File: src/rtl/spi_i2c_pkg.sv
// Shared constants and types for the SPI/I2C register bank.
package spi_i2c_pkg;

    localparam logic [2:0] REG_OUT          = 3'd0;
    localparam logic [2:0] REG_STATUS       = 3'd7;
    localparam logic [6:0] I2C_ADDR_DEFAULT = 7'h70;
    localparam logic [7:0] REG_RESET        = 8'h00;

    typedef enum logic [3:0] {
        ST_IDLE,
        ST_ADDR,
        ST_ACK_ADDR,
        ST_WR_PTR,
        ST_ACK_PTR,
        ST_WR_DATA,
        ST_ACK_DATA,
        ST_RD_DATA,
        ST_RD_ACK
    } i2c_state_t;

    function automatic logic [7:0] status_byte(input logic [3:0] status);
        return {4'h0, status};
    endfunction

endpackage

File: src/rtl/i2c_target.sv
// I2C 7-bit target with a persistent register pointer and auto-increment.
module i2c_target
    import spi_i2c_pkg::*;
#(
    parameter logic [6:0]  I2C_ADDR    = I2C_ADDR_DEFAULT,
    parameter int unsigned AW          = 3,
    parameter int unsigned SYNC_STAGES = 2
) (
    input  logic          clk,
    input  logic          rst_n,
    input  logic          en,
    input  logic          scl,
    input  logic          sda,
    input  logic [7:0]    rdata,
    output logic [AW-1:0] raddr,
    output logic          we,
    output logic [AW-1:0] waddr,
    output logic [7:0]    wdata,
    output logic          sda_oe
);

    // {scl, sda}
    logic [1:0] sync_q [SYNC_STAGES];
    logic       scl_prev_q, sda_prev_q;
    logic       scl_s, sda_s, scl_rise, scl_fall, start_c, stop_c;

    always_ff @(posedge clk or negedge rst_n) begin
        if (!rst_n) begin
            for (int unsigned i = 0; i < SYNC_STAGES; i++) sync_q[i] <= 2'b11;
            scl_prev_q <= 1'b1;
            sda_prev_q <= 1'b1;
        end else begin
            sync_q[0] <= {scl, sda};
            for (int unsigned i = 1; i < SYNC_STAGES; i++) sync_q[i] <= sync_q[i-1];
            scl_prev_q <= scl_s;
            sda_prev_q <= sda_s;
        end
    end

    assign scl_s    = sync_q[SYNC_STAGES-1][1];
    assign sda_s    = sync_q[SYNC_STAGES-1][0];
    assign scl_rise = scl_s & ~scl_prev_q;
    assign scl_fall = ~scl_s & scl_prev_q;
    assign start_c  = scl_s & scl_prev_q & sda_prev_q & ~sda_s;
    assign stop_c   = scl_s & scl_prev_q & ~sda_prev_q & sda_s;

    i2c_state_t    state_q;
    logic [3:0]    cnt_q;
    logic [7:0]    sr_q, tx_q;
    logic [AW-1:0] ptr_q, waddr_q;
    logic          rw_q, ack_q, sda_oe_q, we_q;
    logic [7:0]    wdata_q;

    always_ff @(posedge clk or negedge rst_n) begin
        if (!rst_n) begin
            state_q  <= ST_IDLE;
            cnt_q    <= '0;
            sr_q     <= '0;
            tx_q     <= '0;
            ptr_q    <= '0;
            rw_q     <= 1'b0;
            ack_q    <= 1'b0;
            sda_oe_q <= 1'b0;
            we_q     <= 1'b0;
            waddr_q  <= '0;
            wdata_q  <= REG_RESET;
        end else begin
            we_q <= 1'b0;
            if (!en) begin
                state_q  <= ST_IDLE;
                cnt_q    <= '0;
                sda_oe_q <= 1'b0;
            end else if (start_c) begin
                state_q  <= ST_ADDR;
                cnt_q    <= '0;
                sda_oe_q <= 1'b0;
            end else if (stop_c) begin
                state_q  <= ST_IDLE;
                cnt_q    <= '0;
                sda_oe_q <= 1'b0;
            end else begin
                if (scl_rise) begin
                    sr_q  <= {sr_q[6:0], sda_s};
                    cnt_q <= cnt_q + 4'd1;
                end
                // SCL rise and fall are never flagged in the same cycle, so the
                // per-state updates below cannot collide with the shift above
                unique case (state_q)
                    ST_ADDR: if (scl_fall && cnt_q == 4'd8) begin
                        if (sr_q[7:1] == I2C_ADDR) begin
                            sda_oe_q <= 1'b1;
                            rw_q     <= sr_q[0];
                            state_q  <= ST_ACK_ADDR;
                        end else begin
                            state_q  <= ST_IDLE;
                        end
                    end
                    ST_ACK_ADDR: if (scl_fall) begin
                        cnt_q <= '0;
                        if (rw_q) begin
                            tx_q     <= rdata;
                            sda_oe_q <= ~rdata[7];
                            state_q  <= ST_RD_DATA;
                        end else begin
                            sda_oe_q <= 1'b0;
                            state_q  <= ST_WR_PTR;
                        end
                    end
                    ST_WR_PTR: if (scl_fall && cnt_q == 4'd8) begin
                        ptr_q    <= sr_q[AW-1:0];
                        sda_oe_q <= 1'b1;
                        state_q  <= ST_ACK_PTR;
                    end
                    ST_ACK_PTR, ST_ACK_DATA: if (scl_fall) begin
                        cnt_q    <= '0;
                        sda_oe_q <= 1'b0;
                        state_q  <= ST_WR_DATA;
                    end
                    ST_WR_DATA: if (scl_fall && cnt_q == 4'd8) begin
                        we_q     <= 1'b1;
                        waddr_q  <= ptr_q;
                        wdata_q  <= sr_q;
                        ptr_q    <= ptr_q + 1'b1;
                        sda_oe_q <= 1'b1;
                        state_q  <= ST_ACK_DATA;
                    end
                    ST_RD_DATA: if (scl_fall) begin
                        if (cnt_q == 4'd8) begin
                            sda_oe_q <= 1'b0;
                            state_q  <= ST_RD_ACK;
                        end else begin
                            tx_q     <= {tx_q[6:0], 1'b0};
                            sda_oe_q <= ~tx_q[6];
                        end
                    end
                    ST_RD_ACK: begin
                        if (scl_rise) begin
                            ack_q <= ~sda_s;
                            if (!sda_s) ptr_q <= ptr_q + 1'b1;
                        end
                        if (scl_fall) begin
                            cnt_q <= '0;
                            if (ack_q) begin
                                tx_q     <= rdata;
                                sda_oe_q <= ~rdata[7];
                                state_q  <= ST_RD_DATA;
                            end else begin
                                state_q  <= ST_IDLE;
                            end
                        end
                    end
                    default: ;
                endcase
            end
        end
    end

    assign raddr  = ptr_q;
    assign we     = we_q;
    assign waddr  = waddr_q;
    assign wdata  = wdata_q;
    assign sda_oe = sda_oe_q;

endmodule

File: src/rtl/spi_target.sv
// SPI mode-0 target: one command byte then one data byte per cs_n frame.
module spi_target
    import spi_i2c_pkg::*;
#(
    parameter int unsigned AW          = 3,
    parameter int unsigned SYNC_STAGES = 2
) (
    input  logic          clk,
    input  logic          rst_n,
    input  logic          en,
    input  logic          cs_n,
    input  logic          sclk,
    input  logic          mosi,
    input  logic [7:0]    rdata,
    output logic [AW-1:0] raddr,
    output logic          we,
    output logic [AW-1:0] waddr,
    output logic [7:0]    wdata,
    output logic          miso
);

    // {cs_n, sclk, mosi}
    logic [2:0] sync_q [SYNC_STAGES];
    logic       sclk_prev_q;
    logic       cs_s, sclk_s, mosi_s, sclk_rise, sclk_fall;

    always_ff @(posedge clk or negedge rst_n) begin
        if (!rst_n) begin
            for (int unsigned i = 0; i < SYNC_STAGES; i++) sync_q[i] <= 3'b100;
            sclk_prev_q <= 1'b0;
        end else begin
            sync_q[0] <= {cs_n, sclk, mosi};
            for (int unsigned i = 1; i < SYNC_STAGES; i++) sync_q[i] <= sync_q[i-1];
            sclk_prev_q <= sclk_s;
        end
    end

    assign cs_s      = sync_q[SYNC_STAGES-1][2];
    assign sclk_s    = sync_q[SYNC_STAGES-1][1];
    assign mosi_s    = sync_q[SYNC_STAGES-1][0];
    assign sclk_rise = sclk_s & ~sclk_prev_q;
    assign sclk_fall = ~sclk_s & sclk_prev_q;

    logic [4:0]    cnt_q, cnt_d;
    logic [7:0]    sr_q, sr_d, sr_shift;
    logic [7:0]    tx_q, tx_d;
    logic          is_write_q, is_write_d;
    logic [AW-1:0] addr_q, addr_d;
    logic          load_q, load_d;
    logic          miso_q, miso_d;
    logic          we_q, we_d;
    logic [7:0]    wdata_q, wdata_d;

    always_comb begin
        cnt_d      = cnt_q;
        sr_d       = sr_q;
        tx_d       = tx_q;
        is_write_d = is_write_q;
        addr_d     = addr_q;
        load_d     = 1'b0;
        miso_d     = miso_q;
        we_d       = 1'b0;
        wdata_d    = wdata_q;
        sr_shift   = {sr_q[6:0], mosi_s};
        if (!en || cs_s) begin
            cnt_d  = '0;
            miso_d = 1'b0;
        end else begin
            if (load_q) begin
                tx_d   = {rdata[6:0], 1'b0};
                miso_d = rdata[7];
            end
            // bit counter saturates at 16 so trailing bytes in the frame are ignored
            if (sclk_rise && cnt_q < 5'd16) begin
                sr_d  = sr_shift;
                cnt_d = cnt_q + 5'd1;
                if (cnt_q == 5'd7) begin
                    is_write_d = sr_shift[7];
                    addr_d     = sr_shift[AW-1:0];
                    load_d     = ~sr_shift[7];
                end
                if (cnt_q == 5'd15 && is_write_q) begin
                    we_d    = 1'b1;
                    wdata_d = sr_shift;
                end
            end
            if (sclk_fall && cnt_q >= 5'd9 && !is_write_q) begin
                miso_d = tx_q[7];
                tx_d   = {tx_q[6:0], 1'b0};
            end
        end
    end

    always_ff @(posedge clk or negedge rst_n) begin
        if (!rst_n) begin
            cnt_q      <= '0;
            sr_q       <= '0;
            tx_q       <= '0;
            is_write_q <= 1'b0;
            addr_q     <= '0;
            load_q     <= 1'b0;
            miso_q     <= 1'b0;
            we_q       <= 1'b0;
            wdata_q    <= REG_RESET;
        end else begin
            cnt_q      <= cnt_d;
            sr_q       <= sr_d;
            tx_q       <= tx_d;
            is_write_q <= is_write_d;
            addr_q     <= addr_d;
            load_q     <= load_d;
            miso_q     <= miso_d;
            we_q       <= we_d;
            wdata_q    <= wdata_d;
        end
    end

    assign raddr = addr_q;
    assign waddr = addr_q;
    assign we    = we_q;
    assign wdata = wdata_q;
    assign miso  = miso_q;

endmodule

File: src/rtl/spi_i2c_reg_bank.sv
// TinyTapeout register bank shared by an SPI target and an I2C target.
module spi_i2c_reg_bank
    import spi_i2c_pkg::*;
#(
    parameter int unsigned NUM_REGS    = 8,
    parameter logic [6:0]  I2C_ADDR    = I2C_ADDR_DEFAULT,
    parameter int unsigned SYNC_STAGES = 2
) (
    input  logic       clk,
    input  logic       rst_n,
    input  logic       ena,
    input  logic [7:0] ui_in,
    output logic [7:0] uo_out,
    input  logic [7:0] uio_in,
    output logic [7:0] uio_out,
    output logic [7:0] uio_oe
);

    localparam int unsigned     AW       = $clog2(NUM_REGS);
    localparam logic [AW-1:0]   OUT_A    = AW'(REG_OUT);
    localparam logic [AW-1:0]   STATUS_A = AW'(REG_STATUS);

    logic mode_i2c;
    assign mode_i2c = ui_in[0];

    logic [AW-1:0] spi_raddr, spi_waddr, i2c_raddr, i2c_waddr;
    logic [7:0]    spi_rdata, spi_wdata, i2c_rdata, i2c_wdata;
    logic          spi_we, i2c_we, spi_miso, i2c_sda_oe;

    spi_target #(
        .AW          (AW),
        .SYNC_STAGES (SYNC_STAGES)
    ) u_spi (
        .clk   (clk),
        .rst_n (rst_n),
        .en    (~mode_i2c),
        .cs_n  (ui_in[1]),
        .sclk  (ui_in[2]),
        .mosi  (ui_in[3]),
        .rdata (spi_rdata),
        .raddr (spi_raddr),
        .we    (spi_we),
        .waddr (spi_waddr),
        .wdata (spi_wdata),
        .miso  (spi_miso)
    );

    i2c_target #(
        .I2C_ADDR    (I2C_ADDR),
        .AW          (AW),
        .SYNC_STAGES (SYNC_STAGES)
    ) u_i2c (
        .clk    (clk),
        .rst_n  (rst_n),
        .en     (mode_i2c),
        .scl    (uio_in[2]),
        .sda    (uio_in[1]),
        .rdata  (i2c_rdata),
        .raddr  (i2c_raddr),
        .we     (i2c_we),
        .waddr  (i2c_waddr),
        .wdata  (i2c_wdata),
        .sda_oe (i2c_sda_oe)
    );

    logic [7:0]    regs_q [NUM_REGS];
    logic [7:0]    regs_d [NUM_REGS];
    logic          we;
    logic [AW-1:0] waddr;
    logic [7:0]    wdata;

    always_comb begin
        we    = mode_i2c ? i2c_we    : spi_we;
        waddr = mode_i2c ? i2c_waddr : spi_waddr;
        wdata = mode_i2c ? i2c_wdata : spi_wdata;
    end

    // Reads see the registered array, so a same-cycle write returns the old value
    always_comb begin
        regs_d = regs_q;
        if (we && waddr != STATUS_A) regs_d[waddr] = wdata;
        spi_rdata = (spi_raddr == STATUS_A) ? status_byte(ui_in[7:4]) : regs_q[spi_raddr];
        i2c_rdata = (i2c_raddr == STATUS_A) ? status_byte(ui_in[7:4]) : regs_q[i2c_raddr];
    end

    always_ff @(posedge clk or negedge rst_n) begin
        if (!rst_n) begin
            for (int unsigned i = 0; i < NUM_REGS; i++) regs_q[i] <= REG_RESET;
        end else begin
            regs_q <= regs_d;
        end
    end

    assign uo_out  = regs_q[OUT_A];
    assign uio_out = {7'b0, spi_miso};
    assign uio_oe  = {6'b0, i2c_sda_oe, 1'b1};

    logic unused_inputs;
    assign unused_inputs = &{1'b0, ena, uio_in[7:3], uio_in[0]};

endmodule

File: config.mk
export PLATFORM = sky130hd
export DESIGN_NAME = spi_i2c_reg_bank
export DESIGN_NICKNAME = d
export VERILOG_FILES = /design/src/rtl/spi_i2c_pkg.sv /design/src/rtl/i2c_target.sv /design/src/rtl/spi_target.sv /design/src/rtl/spi_i2c_reg_bank.sv
export SDC_FILE = /design/constraint.sdc
export NUM_CORES = 1
export LEC_CHECK = 0
export CAP_MARGIN = 20
export CORE_UTILIZATION = 56
export CTS_BUF_LIST = sky130_fd_sc_hd__clkbuf_4
export DETAILED_ROUTE_END_ITERATION = 16
export PLACE_DENSITY = 0.75
export RECOVER_POWER = 50
export SLEW_MARGIN = 15
export SYNTH_ARGS = -nofsm -noshare
export SYNTH_HDL_FRONTEND = slang
export SYNTH_SLANG_ARGS = --single-unit
File: constraint.sdc
create_clock -name clk -period 1.75 [get_ports clk]
set_input_delay 0.2625 -clock clk [delete_from_list [all_inputs] [get_ports clk]]
set_output_delay 0.2625 -clock clk [all_outputs]
set_load 0.01 [all_outputs]
# Word level (Yosys, flattened, before mapping)
# Cells that the tools add are included.
dict set report word_totals {
  reg_bits 153
  latch_bits 0
  ramBits 0
  rom_bits 0
  input_bits 19
  output_inout_bits 24
  elab_cells 214
  n_memories 0
}
dict set report classes {
  n_addsub 3
  mul 0
  n_div 0
  order_cmp 6
  eq_ne 38
  shift 0
  mux 79
  bitwise 24
  reduce_logical 29
}
# operator n
set op_table {}
lappend op_table {{$mux 8} 10}
lappend op_table {{$mux 4} 17}
lappend op_table {{$bwmux 64} 1}
lappend op_table {{$ne 5x2->1 const B} 11}
lappend op_table {{$bmux 8 s3} 2}
lappend op_table {{$mux 7} 6}
lappend op_table {{$mux 1} 28}
lappend op_table {{$pmux 4 s7} 1}
lappend op_table {{$demux 8 s3} 1}
lappend op_table {{$mux 3} 7}
lappend op_table {{$pmux 7 s3} 1}
lappend op_table {{$reduce_and 9->1} 2}
lappend op_table {{$eq 4x3->1 const B} 4}
lappend op_table {{$ne 2x1->1 const B} 8}
lappend op_table {{$ge 4x4->1 const B} 3}
lappend op_table {{$not 1->1} 12}
lappend op_table {{$not 3->4} 3}
lappend op_table {{$mux 5} 2}
lappend op_table {{$ne 10x1->1 const B} 1}
lappend op_table {{$reduce_and 10->1} 1}
lappend op_table {{$reduce_and 5->1} 2}
lappend op_table {{$and 1x1->1} 9}
lappend op_table {{$ne 9x2->1 const B} 1}
lappend op_table {{$pmux 3 s3} 1}
lappend op_table {{29 further kinds} 45}

# Depth between registers and ports, before layout
dict set report logic_depth {
  depth_word 12
  mapped_depth 8
  mapped_depth_nobuf 7
}

# By module
# A second synthesis with hierarchy kept.
dict set report unflattened {
  cells_unflattened 628
  hier_area_um2 7803.7
}
# mod instances cells_per_inst area_per_inst_um2 seq_area_each_um2
set by_module_without_submodules {}
lappend by_module_without_submodules {spi_i2c_reg_bank 1 281 3734.8 1501.4}
lappend by_module_without_submodules {i2c_target 1 215 2328.5 1183.6}
lappend by_module_without_submodules {spi_target 1 132 1740.4 1028.5}

# Worst setup path after synthesis
# No wires, ideal clock.
dict set report synth_path {
  kind {flip-flop to flip-flop}
  start {reg u_i2c.scl_prev_q}
  end {reg u_i2c.waddr_q[1] (netlist: u_i2c.waddr[1])}
  setup_ns 0.125
  arrival_ns 1.794
  required_ns 1.625
  path_slack_ns -0.168
  path_stages_with_launch 6
  n_path_buf 1
  period_less_slack_ns 1.918
  cell_sequence {dfstp_2 -> nor2b_1 -> nand2_1 -> nor4_4 -> buf_4 -> mux2_2}
}
dict set report synth_via {
  elab_chain_cells 5
  word_cells_on_any_way 10
  cone_classes {8 x bitwise; 2 x reduce/logical}
}
# element line_no
set synth_rtl {}
lappend synth_rtl {{start, declared} i2c_target.sv:24} ;# logic scl_prev_q, sda_prev_q;
lappend synth_rtl {{start signal, assigned} i2c_target.sv:35} ;# scl_prev_q <= scl_s;
lappend synth_rtl {{$and 1x1->1} {i2c_target.sv:44, i2c_target.sv:45}}
lappend synth_rtl {{$and 1x1->1, on equally long branches (2 in series)} {i2c_target.sv:44, i2c_target.sv:45}}
lappend synth_rtl {{$not 1->1 (no source line)} --}
lappend synth_rtl {{$reduce_and 5->1 (no source line) (*)} --}
lappend synth_rtl {{end signal, assigned} i2c_target.sv:121} ;# waddr_q <= ptr_q;
lappend synth_rtl {{end, declared} i2c_target.sv:50} ;# logic [AW-1:0] ptr_q, waddr_q;
# Every way passes the cells marked *; elsewhere a longest branch is shown, timed or not.
# A chain may end at the register's enable or synchronous reset.

# Worst setup path after layout
dict set report layout_path {
  start {reg u_i2c.sync_q, in the netlist u_i2c.sda_s}
  end {reg u_i2c.wdata_q[3] (netlist: u_i2c.wdata[3])}
}
dict set report layout_via {
  elab_chain_cells 4
  word_cells_on_any_way 6
  cone_classes {5 x bitwise; 1 x reduce/logical}
}
# element line_no
set layout_rtl {}
lappend layout_rtl {{start, declared} i2c_target.sv:23} ;# logic [1:0] sync_q [SYNC_STAGES];
lappend layout_rtl {{$not 1->1} i2c_target.sv:44} ;# assign start_c = scl_s & scl_prev_q & sda_prev_q & ~sda_s;
lappend layout_rtl {{$and 1x1->1} i2c_target.sv:44}
lappend layout_rtl {{$not 1->1 (no source line)} --}
lappend layout_rtl {{$reduce_and 5->1 (no source line) (*)} --}
lappend layout_rtl {{end signal, assigned} i2c_target.sv:122} ;# wdata_q <= sr_q;
lappend layout_rtl {{end, declared} i2c_target.sv:52} ;# logic [7:0] wdata_q;
# Marked as above.

==> results.rst <==
.. list-table::
   :header-rows: 1

   * - Metric
     - Value
   * - Crit end category
     - flip-flop
   * - Vias in the first global route
     - 5,703
   * - Inserted Diodes
     - 0
   * - Avg Inst Size Synth
     - 11.2 um2
   * - Top Ports
     - 43
   * - Area growth syn-to-layout
     - 27.2%
   * - Dominant cell by count in the synthesized netlist
     - sky130_fd_sc_hd__dfrtp_1
   * - Hold WC Path Type
     - in -> reg
   * - Area share of the largest cell type after synthesis
     - 47.9%
   * - Data arrival at the endpoint of the critical path
     - 2320 ps
   * - Worst-path fanout max
     - 5
   * - Layout Nets
     - 821
   * - Number of synthesized flops with an enable pin
     - 0
   * - Cell leakage power
     - 4.38 nW
   * - Highest attainable clock frequency
     - 535 MHz
   * - Number of I/O port buffers
     - 21
   * - Worst Max-Slew Pin Slew
     - 1040 ps
   * - Final max-slew violation count
     - 0
   * - Top cell family by delay on the critical path
     - flip-flops
   * - Final ANT Viol Nets
     - 0
   * - Summed negative setup slack over all endpoints
     - -2060 ps
   * - Initial core utilization
     - 58.4%
   * - Share of the clock period used by the worst path
     - 107%
   * - Total number of clock tree sinks
     - 152
   * - Synth warn
     - 0
   * - Total clock buffers created by CTS
     - 17
   * - Pin count of the biggest net entering global routing
     - 55
   * - Cell count after synthesis
     - 670
   * - Max Cap Violations
     - 0
   * - Number of unique standard cell types used by synthesis
     - 62
   * - Final worst slack
     - -118 ps
   * - Std-Cell Core Area
     - 12,900 um2
   * - Buffering stage count on the worst path with inverters included
     - 2
   * - First drt pass iteration count
     - 5
   * - Post-detailed-route wirelength per cell
     - 18.9 um
   * - Dominant register cell in the synthesized netlist
     - sky130_fd_sc_hd__dfrtp_1
   * - Critical path class
     - reg -> reg
   * - Mapped cell area
     - 7520 um2
   * - Final period demand of the worst path
     - 1870 ps
   * - Nature of the critical path startpoint
     - flip-flop
   * - TritonCTS clock tree
     - built
   * - Post-Route Hold Slack
     - 215 ps
   * - Fraction of registers with async set/reset
     - 100%
   * - Cell type contributing the most total cell area after synthesis
     - sky130_fd_sc_hd__dfrtp_1
   * - Violation count after the first detailed-route iteration
     - 462
   * - Worst Path Required
     - 2200 ps
   * - Height of the die
     - 118 um
   * - Max VDD drop
     - 0.000565 V
   * - Final Hold Vio Count
     - 0
   * - Largest cells by area after synthesis
     - sky130_fd_sc_hd__dfrtp_1 (48%), sky130_fd_sc_hd__mux4_2 (8.1%), sky130_fd_sc_hd__mux2_2 (6.3%), sky130_fd_sc_hd__o21ai_0 (3.2%), sky130_fd_sc_hd__nor2_1 (3.1%)
   * - Setup violators final
     - 33
   * - Via count of the routed design
     - 5,706
   * - Post-detailed-routing wire length
     - 18.5 mm
   * - Failing checks
     - negative setup slack
   * - Final HPWL from detailed placement
     - 12.5 mm
   * - Clock edge transition at the registers on the reported setup and hold paths
     - 130 ps
   * - Slowest library cell on the worst path
     - sky130_fd_sc_hd__dfstp_2
   * - CP Cell Sequence
     - xnor2_4 -> o21ai_4 -> nor4_4 -> buf_4 -> clkbuf_16 -> mux2_4
   * - CP max stage delay
     - 600 ps
   * - Antenna violations before repair
     - 0
   * - Remaining global-route overflow
     - 0
   * - Count of H-tree levels built during CTS
     - 4
   * - Tightest slew margin relative to the limit
     - 30.7%
   * - Final core utilization
     - 74.3%
   * - Clk root buf
     - sky130_fd_sc_hd__clkbuf_4
   * - GRT Overall Usage
     - 27.7%
   * - Sequential area share after synthesis
     - 50.7%
   * - Register bit count reported by yosys
     - 152
   * - Placement Rows
     - 41
   * - Power density over cell area
     - 686 nW/um2
   * - Post-detailed-route DRC marker count
     - 0
   * - Outcome
     - finished with violations
   * - Finished layout cell area
     - 9570 um2
   * - Clock Path Buffers
     - 2
   * - Total Die Area
     - 13,900 um2
   * - Overall Power
     - 6.56 mW
   * - Share of cells above drive strength 1
     - 41.1%
   * - Post-DR vias/cell
     - 5.82
   * - Placement-stage cell area
     - 8570 um2
   * - Clock Skews
     - 18.5 ps
   * - First-pass GRT wire length
     - 29.5 mm
   * - X dimension of the die
     - 118 um
   * - Unrepaired setup endpoints after global routing
     - yes
   * - Clock latency on the worst-skew pair
     - 570 ps
   * - Top cells by count, synth
     - sky130_fd_sc_hd__dfrtp_1 (144), sky130_fd_sc_hd__nor2_1 (63), sky130_fd_sc_hd__nand2_1 (56)
   * - Placer's final routability congestion estimate
     - 0.883
-- logic make-up after synthesis --
kind of cell | count (synthesis) | share of synthesized area [%]
other cells | 2 | 0.0999
xor+xnor | 8 | 0.932
compound gates | 145 | 12.2
buf+inv | 82 | 5.81
simple gates | 184 | 11.9
flops | 152 | 50.7
fa+ha+maj | 7 | 1.16
mux | 90 | 17.2
-- per-layer routing --
| layer | global-route usage (%) | part of all wire (%) | wire [um] |
|---|---|---|---|
| met1 | 37.0 | 43 | 8000 |
| met2 | 45.1 | 50 | 9310 |
| met3 | 5.33 | 3.7 | 687 |
| met4 | 10.3 | 2.7 | 495 |
| met5 | 0 | 0 | 0 |
-- repair_timing --
action,in CTS,in global routing
pin swaps,15,19
setup endpoints to repair,46,51
buffers inserted,18,15
resized for setup,67,57
cloned,1,2
endpoints found under the hold margin,144,0
hold buffers,1,0
-- area by class of cell --
class / count / area, um2
Clock buffer: 20 / 150
Clock inverter: 12 / 151
Fill cell: 849 / 3310
Inverter: 15 / 58.8
Multi-Input combinational cell: 448 / 3710
Sequential cell: 152 / 3820
Tap cell: 172 / 215
Timing Repair Buffer: 161 / 1450
-- sequential cells by signal (all words and copies together), names as in the netlist, 2 cells and up --
name	cells
uo_out	8
u_spi.wdata	8
u_i2c.sync_q	2
u_i2c.wdata	8
u_spi.tx_q	7
u_i2c.waddr	3
u_spi.cnt_q	5
u_i2c.raddr	3
regs_q	56
u_spi.raddr	3
u_spi.sync_q	3
u_i2c.sr_q	8
u_spi.sr_q	7
u_i2c.state_q	4
u_i2c.tx_q	7
u_i2c.cnt_q	4
-- per-stage QoR --
stage | worst slack (ps) | std cells
finish | -118 | 980
global route | -162 | 980
CTS | -123 | 963
detailed placement | -393 | 912
global placement | -252 | 912
floorplan | -101 | 682
-- layout by cell type, fill, tap and decap left out, types with 9 or more instances in the layout --
| cell | netlist | routed |
|---|---|---|
| sky130_fd_sc_hd__mux2_2 | 42 | 31 |
| sky130_fd_sc_hd__buf_6 | 2 | 10 |
| sky130_fd_sc_hd__clkbuf_4 | 0 | 20 |
| sky130_fd_sc_hd__a21oi_1 | 45 | 40 |
| sky130_fd_sc_hd__buf_12 | 0 | 10 |
| sky130_fd_sc_hd__buf_4 | 26 | 113 |
| sky130_fd_sc_hd__inv_1 | 14 | 10 |
| sky130_fd_sc_hd__mux4_2 | 27 | 27 |
| sky130_fd_sc_hd__o21ai_0 | 48 | 41 |
| sky130_fd_sc_hd__mux2i_1 | 21 | 21 |
| sky130_fd_sc_hd__nor2_2 | 2 | 9 |
| sky130_fd_sc_hd__dlygate4sd2_1 | 0 | 10 |
| sky130_fd_sc_hd__dfrtp_1 | 144 | 136 |
| sky130_fd_sc_hd__conb_1 | 2 | 14 |
| sky130_fd_sc_hd__nand2_1 | 56 | 49 |
| sky130_fd_sc_hd__nor2_1 | 63 | 53 |
| sky130_fd_sc_hd__mux2_4 | 0 | 11 |
-- power by group --
part	internal [mW]	total (mW)	switching [mW]
clock network	1.03	2.29	1.26
logic	0.246	0.495	0.249
registers	3.66	3.78	0.120
-- worst paths after layout --
kind,start,end,slack (ps),cells after the start
max,u_i2c.sda_s$_DFF_PN1_,u_i2c.wdata[3]$_DFFE_PN0P_,-120,6
min,uio_in[1],u_i2c.sync_q[2]$_DFF_PN1_,220,1
max reg2reg,u_i2c.sda_s$_DFF_PN1_,u_i2c.wdata[3]$_DFFE_PN0P_,-120,6
min reg2reg,u_spi.sync_q[5]$_DFF_PN1_,u_spi.cs_s$_DFF_PN1_,370,0
max in group asynchronous,rst_n,u_spi.raddr[1]$_DFFE_PN0P_,200,3
min in group asynchronous,rst_n,regs_q[45]$_DFFE_PN0P_,390,2
-- worst reg2reg max path, cell delays in order, from the launching register on --
cell and delay, ps:
sky130_fd_sc_hd__dfstp_2 600, sky130_fd_sc_hd__xnor2_4 140, sky130_fd_sc_hd__o21ai_4 100, sky130_fd_sc_hd__nor4_4 270, sky130_fd_sc_hd__buf_4 190, sky130_fd_sc_hd__clkbuf_16 160, sky130_fd_sc_hd__mux2_4 290
Power figures use the tool's default switching activity.
